--- config.mk ---
export PLATFORM = sky130hd
export DESIGN_NAME = vec_driver
export DESIGN_NICKNAME = d
export VERILOG_FILES = /design/src/rtl/vec_driver_pkg.sv /design/src/rtl/vec_driver_fifo.sv /design/src/rtl/vec_driver.sv
export SDC_FILE = /design/constraint.sdc
export NUM_CORES = 1
export LEC_CHECK = 0
export BUFFER_PORTS_ARGS = -buffer_cell sky130_fd_sc_hd__clkbuf_2
export CAP_MARGIN = 20
export CORE_MARGIN = 2
export CORE_UTILIZATION = 40
export CTS_CLUSTER_DIAMETER = 200
export CTS_CLUSTER_SIZE = 16
export DETAILED_ROUTE_END_ITERATION = 6
export GPL_TIMING_DRIVEN = 0
export PLACE_DENSITY = 0.71
export REMOVE_ABC_BUFFERS = 1
export SLEW_MARGIN = 10
export SYNTH_ARGS = -nofsm -noshare
export SYNTH_HDL_FRONTEND = slang
export SYNTH_SLANG_ARGS = --single-unit
export TNS_END_PERCENT = 5
--- constraint.sdc ---
create_clock -name clk -period 2.8 [get_ports clk]
set_clock_uncertainty 0.1 [all_clocks]
set_input_delay 0.28 -clock clk [delete_from_list [all_inputs] [get_ports clk]]
set_output_delay 0.28 -clock clk [all_outputs]
set_load 0.01 [all_outputs]
--- src/rtl/vec_driver_pkg.sv ---
// vec_driver_pkg: shared types and constants for the vector replay/check stage.
package vec_driver_pkg;

    localparam int CNT_W   = 16;
    localparam int VEC_A_W = 2;
    localparam int VEC_B_W = 2;
    localparam int VEC_R_W = 3;

    typedef struct packed {
        logic [VEC_A_W-1:0] a;
        logic [VEC_B_W-1:0] b;
        logic [VEC_R_W-1:0] exp;
    } vec_t;

    localparam logic [1:0] S_IDLE  = 2'd0;
    localparam logic [1:0] S_RUN   = 2'd1;
    localparam logic [1:0] S_DRAIN = 2'd2;
    localparam logic [1:0] S_DONE  = 2'd3;

endpackage

--- src/rtl/vec_driver_fifo.sv ---
// vec_fifo: small synchronous FIFO with a combinational read port; the
// extra pointer bit distinguishes full from empty.
module vec_fifo #(
    parameter int W     = 7,
    parameter int DEPTH = 4
) (
    input  logic         clk,
    input  logic         rst,
    input  logic         i_push,
    input  logic [W-1:0] i_wdata,
    input  logic         i_pop,
    output logic [W-1:0] o_rdata,
    output logic         o_full,
    output logic         o_empty,
    output logic         o_one
);
    localparam int AW = (DEPTH > 1) ? $clog2(DEPTH) : 1;
    localparam logic [AW:0] PTR_ONE = {{AW{1'b0}}, 1'b1};

    logic [W-1:0] r_mem [DEPTH];
    logic [AW:0]  r_wr_ptr;
    logic [AW:0]  r_rd_ptr;
    logic         w_do_push;
    logic         w_do_pop;

    assign o_empty   = (r_wr_ptr == r_rd_ptr);
    assign o_full    = (r_wr_ptr[AW] != r_rd_ptr[AW]) &&
                       (r_wr_ptr[AW-1:0] == r_rd_ptr[AW-1:0]);
    assign o_one     = ((r_wr_ptr - r_rd_ptr) == PTR_ONE);
    assign w_do_push = i_push && !o_full;
    assign w_do_pop  = i_pop && !o_empty;
    assign o_rdata   = r_mem[r_rd_ptr[AW-1:0]];

    always_ff @(posedge clk) begin
        if (w_do_push) begin
            r_mem[r_wr_ptr[AW-1:0]] <= i_wdata;
        end
    end

    always_ff @(posedge clk or negedge rst) begin
        if (!rst) begin
            r_wr_ptr <= '0;
            r_rd_ptr <= '0;
        end else begin
            if (w_do_push) begin
                r_wr_ptr <= r_wr_ptr + PTR_ONE;
            end
            if (w_do_pop) begin
                r_rd_ptr <= r_rd_ptr + PTR_ONE;
            end
        end
    end

endmodule

--- src/rtl/vec_driver.sv ---
// vec_driver: replays buffered {a, b, expected} vectors onto a DUT at one per
// cycle and scores the DUT result a fixed number of cycles later.
module vec_driver
    import vec_driver_pkg::*;
#(
    parameter int DEPTH = 4,
    parameter int A_W   = VEC_A_W,
    parameter int B_W   = VEC_B_W,
    parameter int R_W   = VEC_R_W,
    parameter int LAT   = 1
) (
    input  logic             clk,
    input  logic             rst,
    input  logic             push_valid,
    output logic             push_ready,
    input  logic [A_W-1:0]   push_a,
    input  logic [B_W-1:0]   push_b,
    input  logic [R_W-1:0]   push_exp,
    input  logic             start,
    output logic [A_W-1:0]   dut_a,
    output logic [B_W-1:0]   dut_b,
    output logic             dut_valid,
    input  logic [R_W-1:0]   dut_res,
    output logic             err_pulse,
    output logic [R_W-1:0]   err_got,
    output logic [R_W-1:0]   err_exp,
    output logic [CNT_W-1:0] pass_cnt,
    output logic [CNT_W-1:0] fail_cnt,
    output logic             busy,
    output logic             done
);
    localparam int VW = A_W + B_W + R_W;
    localparam logic [CNT_W-1:0] CNT_MAX = '1;
    localparam logic [CNT_W-1:0] CNT_ONE = {{(CNT_W-1){1'b0}}, 1'b1};

    logic [1:0]       r_state;
    logic [1:0]       w_state_next;
    logic [VW-1:0]    w_fifo_rdata;
    logic             w_fifo_full;
    logic             w_fifo_empty;
    logic             w_fifo_one;
    logic             w_push;
    logic             w_issue;
    logic             w_pipe_busy;
    logic             w_cmp_valid;
    logic             w_cmp_ok;
    logic [A_W-1:0]   w_rd_a;
    logic [B_W-1:0]   w_rd_b;
    logic [R_W-1:0]   w_rd_exp;

    logic [A_W-1:0]   r_dut_a;
    logic [B_W-1:0]   r_dut_b;
    logic [LAT:0]     r_pv;
    logic [R_W-1:0]   r_pe [0:LAT];
    logic             r_err_pulse;
    logic [R_W-1:0]   r_err_got;
    logic [R_W-1:0]   r_err_exp;
    logic [CNT_W-1:0] r_pass_cnt;
    logic [CNT_W-1:0] r_fail_cnt;

    assign w_push     = push_valid && !w_fifo_full;
    assign w_issue    = (r_state == S_RUN) && !w_fifo_empty;
    assign w_rd_a     = w_fifo_rdata[VW-1 -: A_W];
    assign w_rd_b     = w_fifo_rdata[R_W +: B_W];
    assign w_rd_exp   = w_fifo_rdata[R_W-1:0];

    vec_fifo #(
        .W     (VW),
        .DEPTH (DEPTH)
    ) u_fifo (
        .clk     (clk),
        .rst     (rst),
        .i_push  (w_push),
        .i_wdata ({push_a, push_b, push_exp}),
        .i_pop   (w_issue),
        .o_rdata (w_fifo_rdata),
        .o_full  (w_fifo_full),
        .o_empty (w_fifo_empty),
        .o_one   (w_fifo_one)
    );

    // The compare stage itself may still be busy when leaving DRAIN, so done lands right after it.
    always_comb begin
        w_pipe_busy = 1'b0;
        for (int k = 0; k < LAT; k++) begin
            w_pipe_busy = w_pipe_busy | r_pv[k];
        end
    end

    // RUN hands over to DRAIN as the last entry issues, unless a push refills the FIFO.
    always_comb begin
        w_state_next = r_state;
        case (r_state)
            S_IDLE:  if (start) w_state_next = S_RUN;
            S_RUN:   if (w_fifo_empty || (w_fifo_one && !w_push)) w_state_next = S_DRAIN;
            S_DRAIN: begin
                if (!w_fifo_empty) begin
                    w_state_next = S_RUN;
                end else if (!w_pipe_busy) begin
                    w_state_next = S_DONE;
                end
            end
            S_DONE:  w_state_next = S_IDLE;
            default: w_state_next = S_IDLE;
        endcase
    end

    always_ff @(posedge clk or negedge rst) begin
        if (!rst) begin
            r_state <= S_IDLE;
        end else begin
            r_state <= w_state_next;
        end
    end

    // Stage 0 of the check pipeline travels with the issued operands.
    always_ff @(posedge clk or negedge rst) begin
        if (!rst) begin
            r_dut_a <= '0;
            r_dut_b <= '0;
            r_pv    <= '0;
            for (int k = 0; k <= LAT; k++) begin
                r_pe[k] <= '0;
            end
        end else begin
            r_pv[0] <= w_issue;
            if (w_issue) begin
                r_dut_a <= w_rd_a;
                r_dut_b <= w_rd_b;
                r_pe[0] <= w_rd_exp;
            end
            for (int k = 1; k <= LAT; k++) begin
                r_pv[k] <= r_pv[k-1];
                r_pe[k] <= r_pe[k-1];
            end
        end
    end

    assign w_cmp_valid = r_pv[LAT];
    assign w_cmp_ok    = (dut_res == r_pe[LAT]);

    always_ff @(posedge clk or negedge rst) begin
        if (!rst) begin
            r_err_pulse <= 1'b0;
            r_err_got   <= '0;
            r_err_exp   <= '0;
            r_pass_cnt  <= '0;
            r_fail_cnt  <= '0;
        end else begin
            r_err_pulse <= w_cmp_valid && !w_cmp_ok;
            if (w_cmp_valid) begin
                if (w_cmp_ok) begin
                    if (r_pass_cnt != CNT_MAX) begin
                        r_pass_cnt <= r_pass_cnt + CNT_ONE;
                    end
                end else begin
                    if (r_fail_cnt != CNT_MAX) begin
                        r_fail_cnt <= r_fail_cnt + CNT_ONE;
                    end
                    r_err_got <= dut_res;
                    r_err_exp <= r_pe[LAT];
                end
            end
        end
    end

    assign push_ready = !w_fifo_full;
    assign dut_a      = r_dut_a;
    assign dut_b      = r_dut_b;
    assign dut_valid  = r_pv[0];
    assign err_pulse  = r_err_pulse;
    assign err_got    = r_err_got;
    assign err_exp    = r_err_exp;
    assign pass_cnt   = r_pass_cnt;
    assign fail_cnt   = r_fail_cnt;
    assign busy       = (r_state != S_IDLE);
    assign done       = (r_state == S_DONE);

endmodule
# Yosys cells after proc, flatten, opt, wreduce, memory -nomap -nowiden
# Memories as Yosys holds them, arrays and structs flattened. A register that Yosys moved wholly into a read port is not among the register bits.
# Cells that the tools add are included.
dict set report word_totals {
  output_inout_bits 47
  ram_bits 28
  n_memories 1
  in_bits 14
  wordCells 56
  reg_bits 52
}
# name words width rd rd_clocked_by_memory_dff write_ports line_no
set mem_list {}
lappend mem_list {u_fifo.r_mem 4 7 1 1 1 vec_driver_fifo.sv:20} ;# logic [W-1:0] r_mem [DEPTH];
dict set report classes {
  bitwise_logic 1
  eq_ne 13
  n_mux 7
  reduce_logical 19
  addsub 5
}
# op count
set ops {}
lappend ops {{16-bit by 1-bit adder with 16-bit output (second input constant)} 2}
lappend ops {{16-bit != test (second input constant)} 2}
lappend ops {{3-bit AND reduction} 3}
lappend ops {{2-bit two-way mux} 4}
lappend ops {{2-bit case mux with 4 select lines} 1}
lappend ops {{1-bit logical AND} 7}
lappend ops {{3-bit by 1-bit adder with 3-bit output (second input constant)} 2}
lappend ops {{3-bit equality test} 2}
lappend ops {{1-bit zero test} 5}
lappend ops {{2-bit equality test (second input constant)} 2}
lappend ops {{3-bit by 1-bit equality test with 1-bit output (second input constant)} 1}
lappend ops {{3-bit != test (second input constant)} 1}
lappend ops {{3-bit subtractor} 1}
lappend ops {{2-bit by 1-bit equality test with 1-bit output (second input constant)} 1}
lappend ops {{2-bit equality test} 1}
lappend ops {{2-bit zero test} 1}
lappend ops {{1-bit two-way mux} 2}
lappend ops {{2-bit by 1-bit != test with 1-bit output (second input constant)} 1}
lappend ops {{2-bit != test (second input constant)} 1}
lappend ops {{2-bit AND reduction} 1}
lappend ops {{2-bit nonzero test} 1}
lappend ops {{1-bit logical OR} 1}
lappend ops {{1-bit != test} 1}
lappend ops {{1-bit inverter} 1}

# Depth between registers and ports, before layout
dict set report logic_depth {
  ltp_word 9
  ltp_mapped 10
}

# Cells and area by module
# From an unflattened synthesis, not the netlist that was laid out.
dict set report unflattened {
  hier_cells 285
  area_unflattened_um2 3782.4
}
# module area_per_inst_um2 n_inst cells_each seq_area_each_um2
set by_module_without_submodules {}
lappend by_module_without_submodules {vec_driver 2316.0 1 204 1326.3}
lappend by_module_without_submodules {vec_fifo 1466.4 1 81 991.0}

# Least setup slack after synthesis
# OpenSTA, ideal clock, no wires.
dict set report synth_timing {
  path_kind {register -> register}
  start {register u_fifo.r_rd_ptr[1]}
  end {register r_dut_a[0] (netlist: dut_a[0]) (read register of u_fifo.r_mem)}
  setup_time_ps 125
  stages_incl_launch_ff 10
  path_slack_ps 508
  path_buffers 2
  arrival_ps 2068
  period_less_slack_ps 2292
  required_time_ps 2575
  cell_sequence {dfrtp_1 clkbuf_1 inv_1 ha_1 nand2_1 nor2_1 or2_2 inv_1 buf_2 mux2_2}
}
dict set report synth_between {
  elab_chain_cells 3
}
# item line_no
set synth_lines {}
lappend synth_lines {{from (decl)} vec_driver_fifo.sv:22} ;# logic [AW:0] r_rd_ptr;
lappend synth_lines {{from (signal assigned)} vec_driver_fifo.sv:49} ;# r_rd_ptr <= r_rd_ptr + PTR_ONE;
lappend synth_lines {{3-bit equality test} vec_driver_fifo.sv:26} ;# assign o_empty = (r_wr_ptr == r_rd_ptr);
lappend synth_lines {{1-bit zero test} vec_driver.sv:62} ;# assign w_issue = (r_state == S_RUN) && !w_fifo_empty;
lappend synth_lines {{1-bit logical AND} vec_driver.sv:62}
lappend synth_lines {{named net u_fifo.i_pop} vec_driver_fifo.sv:11} ;# input logic i_pop,
lappend synth_lines {{to (decl)} vec_driver.sv:51} ;# logic [A_W-1:0] r_dut_a;
# The timed path passes the listed nets, and every way through them passes these cells.
# A chain may end at the register's enable or synchronous reset.

# Final worst setup path
dict set report layout_timing {
  start {register u_fifo.r_rd_ptr[0]}
  end {register r_pe[4] (netlist name) (read register of u_fifo.r_mem)}
}
dict set report layout_between {
  elab_chain_cells 3
}
# item line_no
set layout_lines {}
lappend layout_lines {{3-bit equality test} vec_driver_fifo.sv:26}
lappend layout_lines {{1-bit zero test} vec_driver.sv:62}
lappend layout_lines {{1-bit logical AND} vec_driver.sv:62}
lappend layout_lines {{to (decl)} vec_driver.sv:54} ;# logic [R_W-1:0] r_pe [0:LAT];
# Parallel ways exist; a longest one is shown, timed or not.

==> results_dict.tcl <==
set metrics [dict create \
    synth_mux_area_share_pct 6.979 \
    finalNonFillerCells 466 \
    worstHoldStart "push_a[1]" \
    layout_setup_ws_ns 0.3201 \
    ir_drop_mv 0.5441 \
    gp_congestion 0.7681 \
    crit_slowest_cell "dfrtp_1" \
    finalSetupViolCount 0 \
    synthCells 281 \
    fmax_ghz 0.4032 \
    synth_top_area_share_pct 39.78 \
    cts_tree "done" \
    worstPathMaxFanout 11 \
    rr_worst_depth 6 \
    post_drt_wl_per_cell_um 14.10 \
    synth_async_sr_flop_share_pct 67.82 \
    avgSynthCellArea_um2 13.21 \
    worst_pin_slew_ns 0.9055 \
    cts_buffer_depth 2 \
    portBuffers 60 \
    finalHoldViolCount 0 \
    hp-class "in2reg" \
    start_util_pct 40.74 \
    yosysSeqAreaShare_pct 62.44 \
    cp.depth 6 \
    grt_pass1_vias 2257 \
    cts-root-buf "clkbuf_8" \
    crit_path_end_kind "register" \
    first_pass_iters 4 \
    antenna_found_initial 0 \
    cts_resized 0 \
    path_buf_inv 1 \
    core_region_area_um2 9109 \
    clk_latency_ns 0.36 \
    fin_setup_tns_ns 0 \
    r2r-end "r_pe[4]$_DFFE_PN0P_" \
    postRouteAntennaNets 0 \
    rsz0062_at_grt "false" \
    dp.cells 449 \
    cp.required_ns 2.94 \
    worstSetupPathType "reg2reg" \
    path_cells "ha_1, nand2_1, nor2_1, or2_2, inv_1, mux2_2" \
    finalCritPeriodShare_pct 88.57 \
    r2r_start "u_fifo.r_rd_ptr[0]$_DFFE_PN0P_" \
    crit_family "flip-flops" \
    yosys.area_share.simple_pct 13.96 \
    synthTopCellsByArea "dfrtp_1, edfxtp_1, xnor2_1" \
    area_growth_pct 17.73 \
    synthDistinctLibCells 38 \
    slew_viol_final 0 \
    synth_top_area_cell "dfrtp_1" \
    slew_headroom_pct 39.12 \
    grt_usage_pct 14.09 \
    synth.top_cells.by_count "dfrtp_1, nand2_1, edfxtp_1, xnor2_1, xor2_1" \
    place_ws_ns 0.2573 \
    clk_pin_slew_ns 0.09 \
    synth-xor-area-share_pct 8.496 \
    diodes 0 \
    grt_use_met2_pct 23.28 \
    critPathMaxStageDelay_ns 0.71 \
    fin_crit_ns 2.480 \
    finalPower_mw 4.054 \
    die_y_um 100.3 \
    hold_end "u_fifo.r_mem[3][6]$_DFFE_PP_" \
    met3_usage_pct 4.526 \
    place_area_um2 4163 \
    synth_compound_area_share_pct 3.169 \
    synth-edff-count 28 \
    drc_errors 0 \
    drt_iter0_drc 81 \
    cts.sinks 87 \
    start_kind "register" \
    via_per_inst 5.017 \
    fp-row-count 35 \
    wirelength_um 6571 \
    fp.dieArea_um2 10060 \
    p_leak_nw 1.952 \
    ys_warn_count 0 \
    nNetsFinal 374 \
    grt_pass1_wl_um 10900 \
    synth_top_family_by_area "simple AND/OR/NAND/NOR gates" \
    rrSetupSlack_ns 0.32 \
    synthFlopType "dfrtp_1" \
    synth-adder-area-share_pct 3.574 \
    fillerInstances 818 \
    status "finished clean" \
    yosys.cell_count.top_type "dfrtp_1" \
    grt.met1_usage_pct 17.42 \
    cap_violations 0 \
    busiest_layer "met2" \
    overflow 0 \
    synth-seq-cells 87 \
    cp.arrival_ns 2.62 \
    powerDensity_nw_per_um2 927.8 \
    dp_hpwl_um 4739 \
    htree_levels 3 \
    vias 2338 \
    ioPinCount 61 \
    grt_max_degree 47 \
    holdPathStages 1 \
    layout-drive-gt1-share_pct 28.45 \
    cts_buffers 9 \
    final_cell_area_um2 4369 \
    synth_area_um2 3711 \
    die_x_um 100.3 \
]
-- worst max path at each step --
stage / startpoint / end / slack, ns
global placement: u_fifo.r_rd_ptr[0]$_DFFE_PN0P_ / dut_a[0]$_DFFE_PN0P_ / 0.29
CTS: u_fifo.r_rd_ptr[0]$_DFFE_PN0P_ / r_pe[4]$_DFFE_PN0P_ / 0.25
detailed placement: u_fifo.r_rd_ptr[0]$_DFFE_PN0P_ / dut_b[1]$_DFFE_PN0P_ / 0.26
finish: u_fifo.r_rd_ptr[0]$_DFFE_PN0P_ / r_pe[4]$_DFFE_PN0P_ / 0.32
global route: r_pe[1]$_DFF_PN0_ / fail_cnt[8]$_DFFE_PN0P_ / 0.08
floorplan: u_fifo.r_rd_ptr[0]$_DFFE_PN0P_ / dut_a[0]$_DFFE_PN0P_ / 0.62
-- registers in the layout, indices dropped and copies added, names as in the netlist, 3 cells and up --
| signal | cells |
|---|---|
| u_fifo.r_mem | 28 |
| r_pe | 6 |
| pass_cnt | 16 |
| err_got | 3 |
| u_fifo.r_wr_ptr | 3 |
| fail_cnt | 16 |
| err_exp | 3 |
| u_fifo.r_rd_ptr | 3 |
-- where the power goes --
| group | total [mW] | internal [mW] | switching [mW] | leakage [nW] |
|---|---|---|---|---|
| clock | 0.868 | 0.418 | 0.451 | 0.0985 |
| combinational | 1.23 | 0.596 | 0.635 | 0.848 |
| sequential | 1.95 | 1.68 | 0.279 | 1.01 |
-- worst reg2reg max path: cells and delay by family (launching register included) --
kind | cells | cell delay (ns)
flip-flops | 1 | 0.71
AND/OR/NAND/NOR | 3 | 0.48
multiplexers | 1 | 0.39
adder cells (fa/ha/maj) | 1 | 0.36
buffers and inverters | 1 | 0.33
-- stage by stage --
step	hold slack [ns]	util, %
finish	0.03370	47.97
global route	0.01223	47.97
CTS	0.01936	47.97
detailed placement	0.09055	45.70
global placement	0.2604	45.37
floorplan	-0.1156	-
-- cells in the final DEF (no fill, tap or decap), drive strengths merged, types with 2 or more instances in the layout --
cell / Yosys / layout
mux4: 7 / 7
edfxtp: 28 / 28
a31oi: 2 / 2
nor2: 11 / 11
nand2: 46 / 46
nand3: 11 / 11
nand4: 9 / 9
inv: 9 / 10
or3: 2 / 2
a21oi: 2 / 2
ha: 9 / 9
o21ai: 4 / 4
dfrtp: 59 / 59
xnor2: 20 / 20
xor2: 16 / 16
clkbuf: 2 / 70
or2: 2 / 2
o31ai: 2 / 2
and2: 3 / 3
nor3: 10 / 10
clkinv: 0 / 4
mux2: 9 / 9
and3: 6 / 6
-- cells by family (layout without fill, tap and decap cells) --
family | Yosys count | count (layout)
muxes | 16 | 16
and+or+nand+nor | 104 | 104
xor gates and xnor gates | 36 | 36
AOI/OAI and AO/OA | 15 | 15
buffers and inverters | 13 | 87
DFF | 87 | 87
adders and majority gates | 10 | 10
-- layer usage --
metal  wire, µm  up-vias
li1           -     1131
met1       2922     1149
met2       3282       53
met3        305        5
met4         61        0
met5          0        -
-- final cells by class --
type | count | area, µm² | area share (%)
Sequential cell | 87 | 2317 | 53.04
Multi-Input combinational cell | 181 | 1343 | 30.73
Timing Repair Buffer | 62 | 340.3 | 7.789
Tap cell | 111 | 138.9 | 3.179
Clock buffer | 10 | 127.6 | 2.921
Clock inverter | 6 | 68.82 | 1.575
Inverter | 9 | 33.78 | 0.7732
-- repair_timing --
action	in CTS	in global routing
buffers inserted	0	0
hold endpoints to repair	13	0
hold buffers	1	0
Note: power is estimated with default switching activity, not from simulation.
